File: src/rtl/pp_mac_pipe_multi_pkg.sv
// Shared types, width helpers and the round/saturate function for the
// multi-lane multiply/MAC pipeline.
package pp_mac_pkg;

    typedef enum logic {
        MODE_MULT = 1'b0,
        MODE_MAC  = 1'b1
    } mode_e;

    typedef struct packed {
        mode_e mode;
        logic  first;
        logic  last;
    } ctrl_t;

    // Round/saturate is evaluated at this fixed width; ACC_W must stay below it.
    localparam int RS_W = 64;

    function automatic int prod_w(input int a_w, input int b_w);
        return a_w + b_w;
    endfunction

    function automatic int acc_w(input int a_w, input int b_w, input int guard);
        return a_w + b_w + guard;
    endfunction

    // Returns {clamped value, saturated flag}.
    function automatic logic [RS_W:0] round_sat(input logic signed [RS_W-1:0] acc,
                                                input int shift, input int out_w,
                                                input bit out_signed);
        logic signed [RS_W-1:0] one, r, hi, lo;
        logic                   sat;
        one = RS_W'(1);
        if (shift > 0) r = (acc + (one <<< (shift - 1))) >>> shift;
        else           r = acc;
        if (out_signed) begin
            hi = (one <<< (out_w - 1)) - one;
            lo = -(one <<< (out_w - 1));
        end else begin
            hi = (one <<< out_w) - one;
            lo = '0;
        end
        sat = 1'b0;
        if (r > hi) begin
            r   = hi;
            sat = 1'b1;
        end else if (r < lo) begin
            r   = lo;
            sat = 1'b1;
        end
        return {r, sat};
    endfunction

endpackage

File: src/rtl/pp_mac_pipe_multi_if.sv
// Stream bus for the MAC pipeline: input beat and output result channels.
interface pp_mac_if #(
    parameter int LANES = 3,
    parameter int A_W   = 12,
    parameter int B_W   = 9,
    parameter int OUT_W = 16
);
    logic                         in_valid;
    logic                         in_ready;
    logic                         in_mode;
    logic                         in_first;
    logic                         in_last;
    logic [LANES-1:0][A_W-1:0]    in_a;
    logic [LANES-1:0][B_W-1:0]    in_b;
    logic                         out_valid;
    logic                         out_ready;
    logic [LANES-1:0][OUT_W-1:0]  out_p;
    logic [LANES-1:0]             out_sat;

    modport slave (
        input  in_valid, in_mode, in_first, in_last, in_a, in_b, out_ready,
        output in_ready, out_valid, out_p, out_sat
    );

    modport master (
        output in_valid, in_mode, in_first, in_last, in_a, in_b, out_ready,
        input  in_ready, out_valid, out_p, out_sat
    );
endinterface

File: src/rtl/pp_mac_pipe_multi_lane.sv
// One lane of the MAC pipeline: operand regs, product, accumulator, round/sat.
// Control comes from the top; every stage advances on adv_i.
module pp_mac_lane
    import pp_mac_pkg::*;
#(
    parameter int A_W        = 12,
    parameter int A_SIGNED   = 0,
    parameter int B_W        = 9,
    parameter int ACC_GUARD  = 4,
    parameter int SHIFT      = 0,
    parameter int OUT_W      = 16,
    parameter int OUT_SIGNED = 1
) (
    input  logic             clk,
    input  logic             rst_n,
    input  logic             adv_i,
    input  logic             acc_we_i,
    input  logic             acc_first_i,
    input  logic             mult_i,
    input  logic             out_we_i,
    input  logic [A_W-1:0]   a_i,
    input  logic [B_W-1:0]   b_i,
    output logic [OUT_W-1:0] p_o,
    output logic             sat_o
);
    localparam int PROD_W = prod_w(A_W, B_W);
    localparam int ACC_W  = acc_w(A_W, B_W, ACC_GUARD);

    logic [A_W-1:0]             a_q;
    logic signed [B_W-1:0]      b_q;
    logic signed [A_W:0]        a_ext;
    logic signed [PROD_W-1:0]   prod_d, prod_q;
    logic signed [ACC_W-1:0]    prod_ext, acc_d, acc_q, accv_d, accv_q;
    logic [RS_W-1:0]            rs_val;
    logic                       rs_sat;
    logic [RS_W-OUT_W-1:0]      rs_unused;
    logic [OUT_W-1:0]           p_d, p_q;
    logic                       sat_d, sat_q;

    // Extra top bit lets an unsigned operand go through a signed multiplier.
    assign a_ext    = (A_SIGNED != 0) ? {a_q[A_W-1], a_q} : {1'b0, a_q};
    assign prod_d   = PROD_W'(a_ext) * PROD_W'(b_q);
    assign prod_ext = ACC_W'(prod_q);

    always_comb begin
        accv_d = accv_q;
        acc_d  = acc_q;
        if (mult_i)           accv_d = prod_ext;
        else if (acc_first_i) accv_d = prod_ext;
        else                  accv_d = acc_q + prod_ext;
        if (acc_we_i)         acc_d  = accv_d;
    end

    always_comb begin
        {rs_val, rs_sat} = round_sat(RS_W'(accv_q), SHIFT, OUT_W, OUT_SIGNED != 0);
        p_d   = p_q;
        sat_d = sat_q;
        if (out_we_i) begin
            p_d   = rs_val[OUT_W-1:0];
            sat_d = rs_sat;
        end
    end
    assign rs_unused = rs_val[RS_W-1:OUT_W];

    always_ff @(posedge clk) begin
        if (!rst_n) begin
            a_q    <= '0;
            b_q    <= '0;
            prod_q <= '0;
            acc_q  <= '0;
            accv_q <= '0;
            p_q    <= '0;
            sat_q  <= 1'b0;
        end else if (adv_i) begin
            a_q    <= a_i;
            b_q    <= b_i;
            prod_q <= prod_d;
            acc_q  <= acc_d;
            accv_q <= accv_d;
            p_q    <= p_d;
            sat_q  <= sat_d;
        end
    end

    assign p_o   = p_q;
    assign sat_o = sat_q;

endmodule

File: src/rtl/pp_mac_pipe_multi.sv
// LANES-wide 4-stage multiply / multiply-accumulate stream stage with a
// single global stall; control travels alongside the per-lane datapaths.
module pp_mac_pipe_multi
    import pp_mac_pkg::*;
#(
    parameter int LANES      = 3,
    parameter int A_W        = 12,
    parameter int A_SIGNED   = 0,
    parameter int B_W        = 9,
    parameter int ACC_GUARD  = 4,
    parameter int SHIFT      = 0,
    parameter int OUT_W      = 16,
    parameter int OUT_SIGNED = 1
) (
    input  logic     clk,
    input  logic     rst_n,
    pp_mac_if.slave  bus
);
    logic [3:1] vld_pipe_q;
    ctrl_t      c1_q, c2_q;
    mode_e      m3_q;
    logic       l3_q;
    logic       out_valid_q;
    logic       adv, emit3, acc_we2, mult2;

    assign adv     = bus.out_ready | ~out_valid_q;
    // MAC beats without last retire as bubbles at S4.
    assign emit3   = vld_pipe_q[3] & ((m3_q == MODE_MULT) | l3_q);
    assign acc_we2 = vld_pipe_q[2] & (c2_q.mode == MODE_MAC);
    assign mult2   = (c2_q.mode == MODE_MULT);

    always_ff @(posedge clk) begin
        if (!rst_n) begin
            vld_pipe_q  <= '0;
            c1_q        <= '0;
            c2_q        <= '0;
            m3_q        <= MODE_MULT;
            l3_q        <= 1'b0;
            out_valid_q <= 1'b0;
        end else if (adv) begin
            vld_pipe_q  <= {vld_pipe_q[2:1], bus.in_valid};
            c1_q        <= '{mode: mode_e'(bus.in_mode), first: bus.in_first, last: bus.in_last};
            c2_q        <= c1_q;
            m3_q        <= c2_q.mode;
            l3_q        <= c2_q.last;
            out_valid_q <= emit3;
        end
    end

    assign bus.in_ready  = adv;
    assign bus.out_valid = out_valid_q;

    for (genvar l = 0; l < LANES; l++) begin : g_lane
        pp_mac_lane #(
            .A_W(A_W), .A_SIGNED(A_SIGNED), .B_W(B_W), .ACC_GUARD(ACC_GUARD),
            .SHIFT(SHIFT), .OUT_W(OUT_W), .OUT_SIGNED(OUT_SIGNED)
        ) u_lane (
            .clk        (clk),
            .rst_n      (rst_n),
            .adv_i      (adv),
            .acc_we_i   (acc_we2),
            .acc_first_i(c2_q.first),
            .mult_i     (mult2),
            .out_we_i   (emit3),
            .a_i        (bus.in_a[l]),
            .b_i        (bus.in_b[l]),
            .p_o        (bus.out_p[l]),
            .sat_o      (bus.out_sat[l])
        );
    end

endmodule

File: src/flat_wrapper.sv
// flat-port wrapper written by rule: the top's interface ports become plain ports
module pp_mac_pipe_multi_flat import pp_mac_pkg::*;
#(
    parameter int LANES      = 3,
    parameter int A_W        = 12,
    parameter int A_SIGNED   = 0,
    parameter int B_W        = 9,
    parameter int ACC_GUARD  = 4,
    parameter int SHIFT      = 0,
    parameter int OUT_W      = 16,
    parameter int OUT_SIGNED = 1
)
  (clk, rst_n, bus_in_valid, bus_in_mode, bus_in_first, bus_in_last, bus_in_a, bus_in_b, bus_out_ready, bus_in_ready, bus_out_valid, bus_out_p, bus_out_sat);
  pp_mac_if #(.LANES(LANES), .A_W(A_W), .B_W(B_W), .OUT_W(OUT_W)) bus_i ();
  input  logic clk;
  input  logic rst_n;
  input wire logic [$bits(bus_i.in_valid)-1:0] bus_in_valid;
  input wire logic [$bits(bus_i.in_mode)-1:0] bus_in_mode;
  input wire logic [$bits(bus_i.in_first)-1:0] bus_in_first;
  input wire logic [$bits(bus_i.in_last)-1:0] bus_in_last;
  input wire logic [$bits(bus_i.in_a)-1:0] bus_in_a;
  input wire logic [$bits(bus_i.in_b)-1:0] bus_in_b;
  input wire logic [$bits(bus_i.out_ready)-1:0] bus_out_ready;
  output wire logic [$bits(bus_i.in_ready)-1:0] bus_in_ready;
  output wire logic [$bits(bus_i.out_valid)-1:0] bus_out_valid;
  output wire logic [$bits(bus_i.out_p)-1:0] bus_out_p;
  output wire logic [$bits(bus_i.out_sat)-1:0] bus_out_sat;
  assign bus_i.in_valid = bus_in_valid;
  assign bus_i.in_mode = bus_in_mode;
  assign bus_i.in_first = bus_in_first;
  assign bus_i.in_last = bus_in_last;
  assign bus_i.in_a = bus_in_a;
  assign bus_i.in_b = bus_in_b;
  assign bus_i.out_ready = bus_out_ready;
  assign bus_in_ready = bus_i.in_ready;
  assign bus_out_valid = bus_i.out_valid;
  assign bus_out_p = bus_i.out_p;
  assign bus_out_sat = bus_i.out_sat;
  pp_mac_pipe_multi #(.LANES(LANES), .A_W(A_W), .A_SIGNED(A_SIGNED), .B_W(B_W), .ACC_GUARD(ACC_GUARD), .SHIFT(SHIFT), .OUT_W(OUT_W), .OUT_SIGNED(OUT_SIGNED)) u_core (.clk(clk), .rst_n(rst_n), .bus(bus_i));
endmodule
File: config.mk
export PLATFORM = sky130hd
export DESIGN_NAME = pp_mac_pipe_multi_flat
export DESIGN_NICKNAME = d
export VERILOG_FILES = /design/src/rtl/pp_mac_pipe_multi_pkg.sv /design/src/rtl/pp_mac_pipe_multi_if.sv /design/src/rtl/pp_mac_pipe_multi_lane.sv /design/src/rtl/pp_mac_pipe_multi.sv /design/src/flat_wrapper.sv
export SDC_FILE = /design/constraint.sdc
export NUM_CORES = 2
export LEC_CHECK = 0
export ABC_AREA = 1
export BUFFER_PORTS_ARGS = -buffer_cell sky130_fd_sc_hd__buf_2
export CAP_MARGIN = 20
export CORE_UTILIZATION = 60
export DETAILED_ROUTE_END_ITERATION = 8
export PLACE_DENSITY = 0.84
export SLEW_MARGIN = 40
export SYNTH_ARGS = -nofsm -noshare
export SYNTH_HDL_FRONTEND = slang
export SYNTH_SLANG_ARGS = --single-unit
File: constraint.sdc
create_clock -name clk -period 7.9 [get_ports clk]
set_input_delay 1.185 -clock clk [delete_from_list [all_inputs] [get_ports clk]]
set_output_delay 1.185 -clock clk [all_outputs]
set_load 0.01 [all_outputs]
# Yosys cells after proc, flatten, opt, wreduce, memory -nomap -nowiden

Cells that the tools add are included.

Register bits after elaboration: 339
Input bits: 70
Output and inout port bits: 53
Word-level logic and storage cells: 69

Add/sub/neg operators: 3
Multipliers: 3
Magnitude comparators: 6
Mux-type cells: 18
Bitwise gates (word level): 6
Reduce and logical (&&, ||, !) cells: 2

Operator list:

| kind                   | count |
|---|---|
| $mux W25               | 6 |
| $mux W16               | 6 |
| $add A25 B21 Y25       | 3 |
| $gt A25 B16 Y1 const B | 3 |
| $lt A25 B16 Y1 const B | 3 |
| $mul A13 B9 Y21        | 3 |
| $mux W1                | 6 |
| $reduce_and A2 Y1      | 2 |
| $and A1 B1 Y1          | 2 |
| $not A1 Y1             | 2 |
| $or A1 B1 Y1           | 2 |

# Longest topological paths before layout

Depth after elaboration: 4
Depth in mapped cells: 25
Mapped depth without buffers: 24

# By module

Synthesis repeated with hierarchy kept, for this count alone.

Cells, all modules: 4474
Area total of the unflattened synthesis: 29903.7 um^2

Modules (own cells, without submodules):

| module                                 | instances | cells an instance | area an instance (um^2) | seq. area each (um^2) |
|---|---|---|---|---|
| pp_mac_lane at u_core.g_lane[2].u_lane | 1         | 1474              | 9835.7                  | 2182.1 |
| pp_mac_lane at u_core.g_lane[1].u_lane | 1         | 1471              | 9796.9                  | 2182.1 |
| pp_mac_lane at u_core.g_lane[0].u_lane | 1         | 1457              | 9754.4                  | 2182.1 |
| pp_mac_pipe_multi                      | 1         | 72                | 516.7                   | 240.2 |

# Worst setup path before layout

No wires, ideal clock.

Kind: reg-to-reg
Start point: register u_core.g_lane[0].u_lane.b_q[6]
End point: register u_core.g_lane[0].u_lane.prod_q[13]
Library setup time: 109 ps
Arrival time: 4505 ps
Slack: 3286 ps
Cell stages (with the launch flop): 21
Buffers on the path: 1
Period minus slack after synthesis: 4614 ps
Cell sequence: dfxtp_1 -> clkbuf_1 -> nand2_1 -> fa_1 -> fa_1 -> inv_1 -> fa_1 -> fa_1 -> fa_1 -> ha_1 -> a21oi_1 -> nand2_1 -> nand3_1 -> nand2_1 -> and2_1 -> nand2_1 -> nand2_1 -> nand2_1 -> nand3_1 -> nand2_1 -> inv_1

Cells in the longest elaborated chain, start to end: 1

RTL lines:

| element                  | line                         | source |
|---|---|---|
| start: declaration       | pp_mac_pipe_multi_lane.sv:30 | `logic signed [B_W-1:0] b_q;` |
| start signal: assignment | pp_mac_pipe_multi_lane.sv:76 | `b_q <= b_i;` |
| $mul A13 B9 Y21          | pp_mac_pipe_multi_lane.sv:42 | `assign prod_d = PROD_W'(a_ext) * PROD_W'(b_q);` |
| end signal: assignment   | pp_mac_pipe_multi_lane.sv:77 | `prod_q <= prod_d;` |
| end: declaration         | pp_mac_pipe_multi_lane.sv:32 | `logic signed [PROD_W-1:0] prod_d, prod_q;` |

Every way passes these cells.
A chain may end at the register's enable or synchronous reset.

# Final worst setup path

Start point: register u_core.g_lane[0].u_lane.b_q[8]
End point: register u_core.g_lane[0].u_lane.prod_q[13]

Same word-level chain as after synthesis.

==> impl_metrics.yaml <==
run_status:
  status: "finished clean"
yosys:
  synth_most_common_cell: "nand2_1"
  ys_seq_area_share_pct: 22.5
  syn_inst: 4449
  synthDistinctLibCells: 51
  yosysWarnings: 0
  ys_top_cells_by_count: "nand2_1 (1100), inv_1 (904), nor2_1 (407), dfxtp_1 (339), o21ai_0 (266)"
  synthArstFlopShare_pct: 0
  netlist_top_cells_area: "dfxtp_1 (23%), fa_1 (14%), nand2_1 (14%), inv_1 (11%), ha_1 (10%)"
  synth_fp_nets: 4978
  syn_area_um2: 30100
  synth_top_cell_by_area: "dfxtp_1"
  avgSynthCellArea_um2: 6.77
  synth_edf_count: 0
  yosysTopAreaCellShare_pct: 22.5
  synth-seq-cells: 339
  synth-main-ff-cell: "dfxtp_1"
setup_path:
  arrival_ns: 5.51
  critical_path.max_fanout: 13
  crit_type: "reg -> reg"
  crit_required_ns: 8.37
  critPathLaunchType: "flop"
  ff2ff_setup_slack_ns: 2.86
  end_kind: "flop"
finish:
  final.fill_count: 4362
  area_growth_pct: 6.76
  drive_above_1_share_pct: 6.45
  seqCellArea_um2: 6790
  fin_area_um2: 32100
  multiInputGateArea_um2: 19000
  layout.nets: 4964
floorplan:
  fp.coreArea_um2: 49300
  die_w_um: 226
  row_count: 81
  fp.dieH_um: 226
  ios: 123
  start_util_pct: 61.1
  die_area_um2: 51100
detailed_routing:
  first_pass_iters: 5
  drc: 0
  routed_wl_um: 73200
  routedWlPerCell_um: 14.3
  vias: 26800
  post_drt_via_cell_ratio: 5.24
  ant_nets: 0
  drt_iter0_drc: 1821
timing:
  finalHoldViolations: 0
  period_minus_slack_ns: 5.04
  slew_headroom_pct: 43.9
  finalSetupViolCount: 0
  finalMaxSlewViolations: 0
  tns_ns: 0
  finalClockSkew_ns: 0.0233
  rsz0062_at_grt: "false"
  fmax_mhz: 198
  tightestPinTransition_ns: 0.836
  fin_crit_sh_pct: 63.8
clock_network:
  path_clk_slew_ns: 0.06
  numClockSinks: 339
  cts_setup_buffers: 0
  numCtsBuffers: 38
  cts_tree: "yes"
  clock_path_buffers: 3
  clkLatencyLatePin_ns: 0.58
  ctsResizeCount: 0
  htree_levels: 2
  cts_hold_buf: 0
  cts-root-buf: "clkbuf_16"
placement:
  placed_cell_area_um2: 30800
  io_buffers: 122
  gp_congestion: 0.939
  dp_hpwl_um: 54600
pwr:
  power.density_nw_per_um2: 170
  p_leak_nw: 19.1
  peakVddDrop_v: 0.000177
grt:
  grt_usage_pct: 29.9
  antenna_found_initial: 1
  first_global_vias: 26300
  grt_max_degree: 137
  grt_pass1_wl_um: 125000
  grt-ovfl-total: 0
flow_run:
  maxCapViolCount: 0
hold_path:
  hp-class: "reg -> reg"
-- stage by stage --
step	total power, mW	std cells	hold slack (ns)	worst slack (ns)	util, %
after CTS	5.51	5124	0.462	2.87	65.2
final	5.48	5127	0.462	2.86	65.3
after global placement	3.56	5056	0.435	2.92	62.5
after global routing	5.82	5126	0.480	2.49	65.3
after detailed placement	3.60	5057	0.449	2.87	62.5
after floorplan	3.19	4449	0.422	3.29	-
-- logic make-up after synthesis --
group           after synthesis  synth area share (%)
fa+ha+maj                   459                  24.5
simple gates               1902                  26.3
xor+xnor                     46                  1.34
buf+inv                    1102                  14.3
compound gates              601                  11.0
flops                       339                  22.5
-- where the power goes --
| part | leakage, nW | switching (mW) | internal (mW) |
|---|---|---|---|
| registers | 2.78 | 0.194 | 1.87 |
| logic | 15.7 | 0.935 | 0.588 |
| clock network | 0.634 | 0.758 | 1.14 |
| total | 19.1 | 1.89 | 3.59 |
-- worst paths after layout --
check / start / end / depth (start not counted)
max reg2reg: u_core.g_lane[0].u_lane.b_q[8] / u_core.g_lane[0].u_lane.prod_q[13] / 20
min: u_core.m3_q / u_core.m3_q / 2
max: u_core.g_lane[0].u_lane.b_q[8] / u_core.g_lane[0].u_lane.prod_q[13] / 20
min reg2reg: u_core.m3_q / u_core.m3_q / 2
-- worst max-delay path, stage by stage (launching register included) --
cell and delay [ns]:
dfxtp_1 0.39, inv_1 0.23, or2_2 0.35, fa_1 0.46
fa_1 0.54, inv_1 0.06, fa_1 0.50, fa_1 0.52
fa_1 0.49, ha_1 0.37, a21oi_1 0.19, nand2_1 0.13
nand3_1 0.09, nand2_1 0.08, and2_1 0.16, nand2_1 0.07
nand2_1 0.05, nand2_1 0.07, nand3_1 0.06, nand2_1 0.09
inv_1 0.04
-- cell usage in the layout (no fill, tap or decap), types with 5 or more instances in the layout --
master and n:
nor2_1 407, buf_4 15, or2_2 18, clkbuf_8 9
buf_2 121, o21ai_1 34, nand4_1 40, nand2_2 26
o22ai_1 5, nor2_4 5, nand2_1 1100, o21ai_0 266
xnor2_1 19, fa_1 216, nand3_2 9, nand3_1 225
clkbuf_1 6, nor2_2 17, clkbuf_16 39, ha_1 243
nor3_1 10, nand3b_1 21, bufinv_16 5, inv_1 902
a21oi_1 193, a21o_1 14, o21bai_1 44, and2_1 10
o211ai_1 27, xor2_1 27, dfxtp_1 339
-- sequential cells by signal, summed over array words and instances, names as in the netlist, 3 cells and up --
name                         cells
u_core.g_lane.u_lane.acc_q      75
u_core.g_lane.u_lane.accv_q     75
u_core.g_lane.u_lane.prod_q     63
u_core.g_lane.u_lane.p_o        48
u_core.g_lane.u_lane.a_q        36
u_core.g_lane.u_lane.b_q        27
u_core.c1_q                      3
u_core.c2_q                      3
u_core.g_lane.u_lane.sat_o       3
u_core.vld_pipe_q                3
-- layout make-up --
| class | instances | share of cell area, % |
|---|---|---|
| flip-flops and latches | 339 | 21.1 |
| clock inverters | 15 | 0.689 |
| well taps | 664 | 2.58 |
| repair buffers | 139 | 2.35 |
| clock buffers | 52 | 3.41 |
| diodes | 1 | 0.00778 |
| multi-input cells | 3008 | 59.2 |
| inverters | 909 | 10.6 |
-- metal layers --
layer / vias to the layer above / global-route usage (%) / routed length, µm
li1: 13600 / - / -
met1: 12400 / 36.2 / 31000
met2: 730 / 53.5 / 35700
met3: 160 / 3.43 / 3660
met4: 0 / 12.5 / 2780
met5: - / 0 / 0
Note: power is estimated with default switching activity, not from simulation.
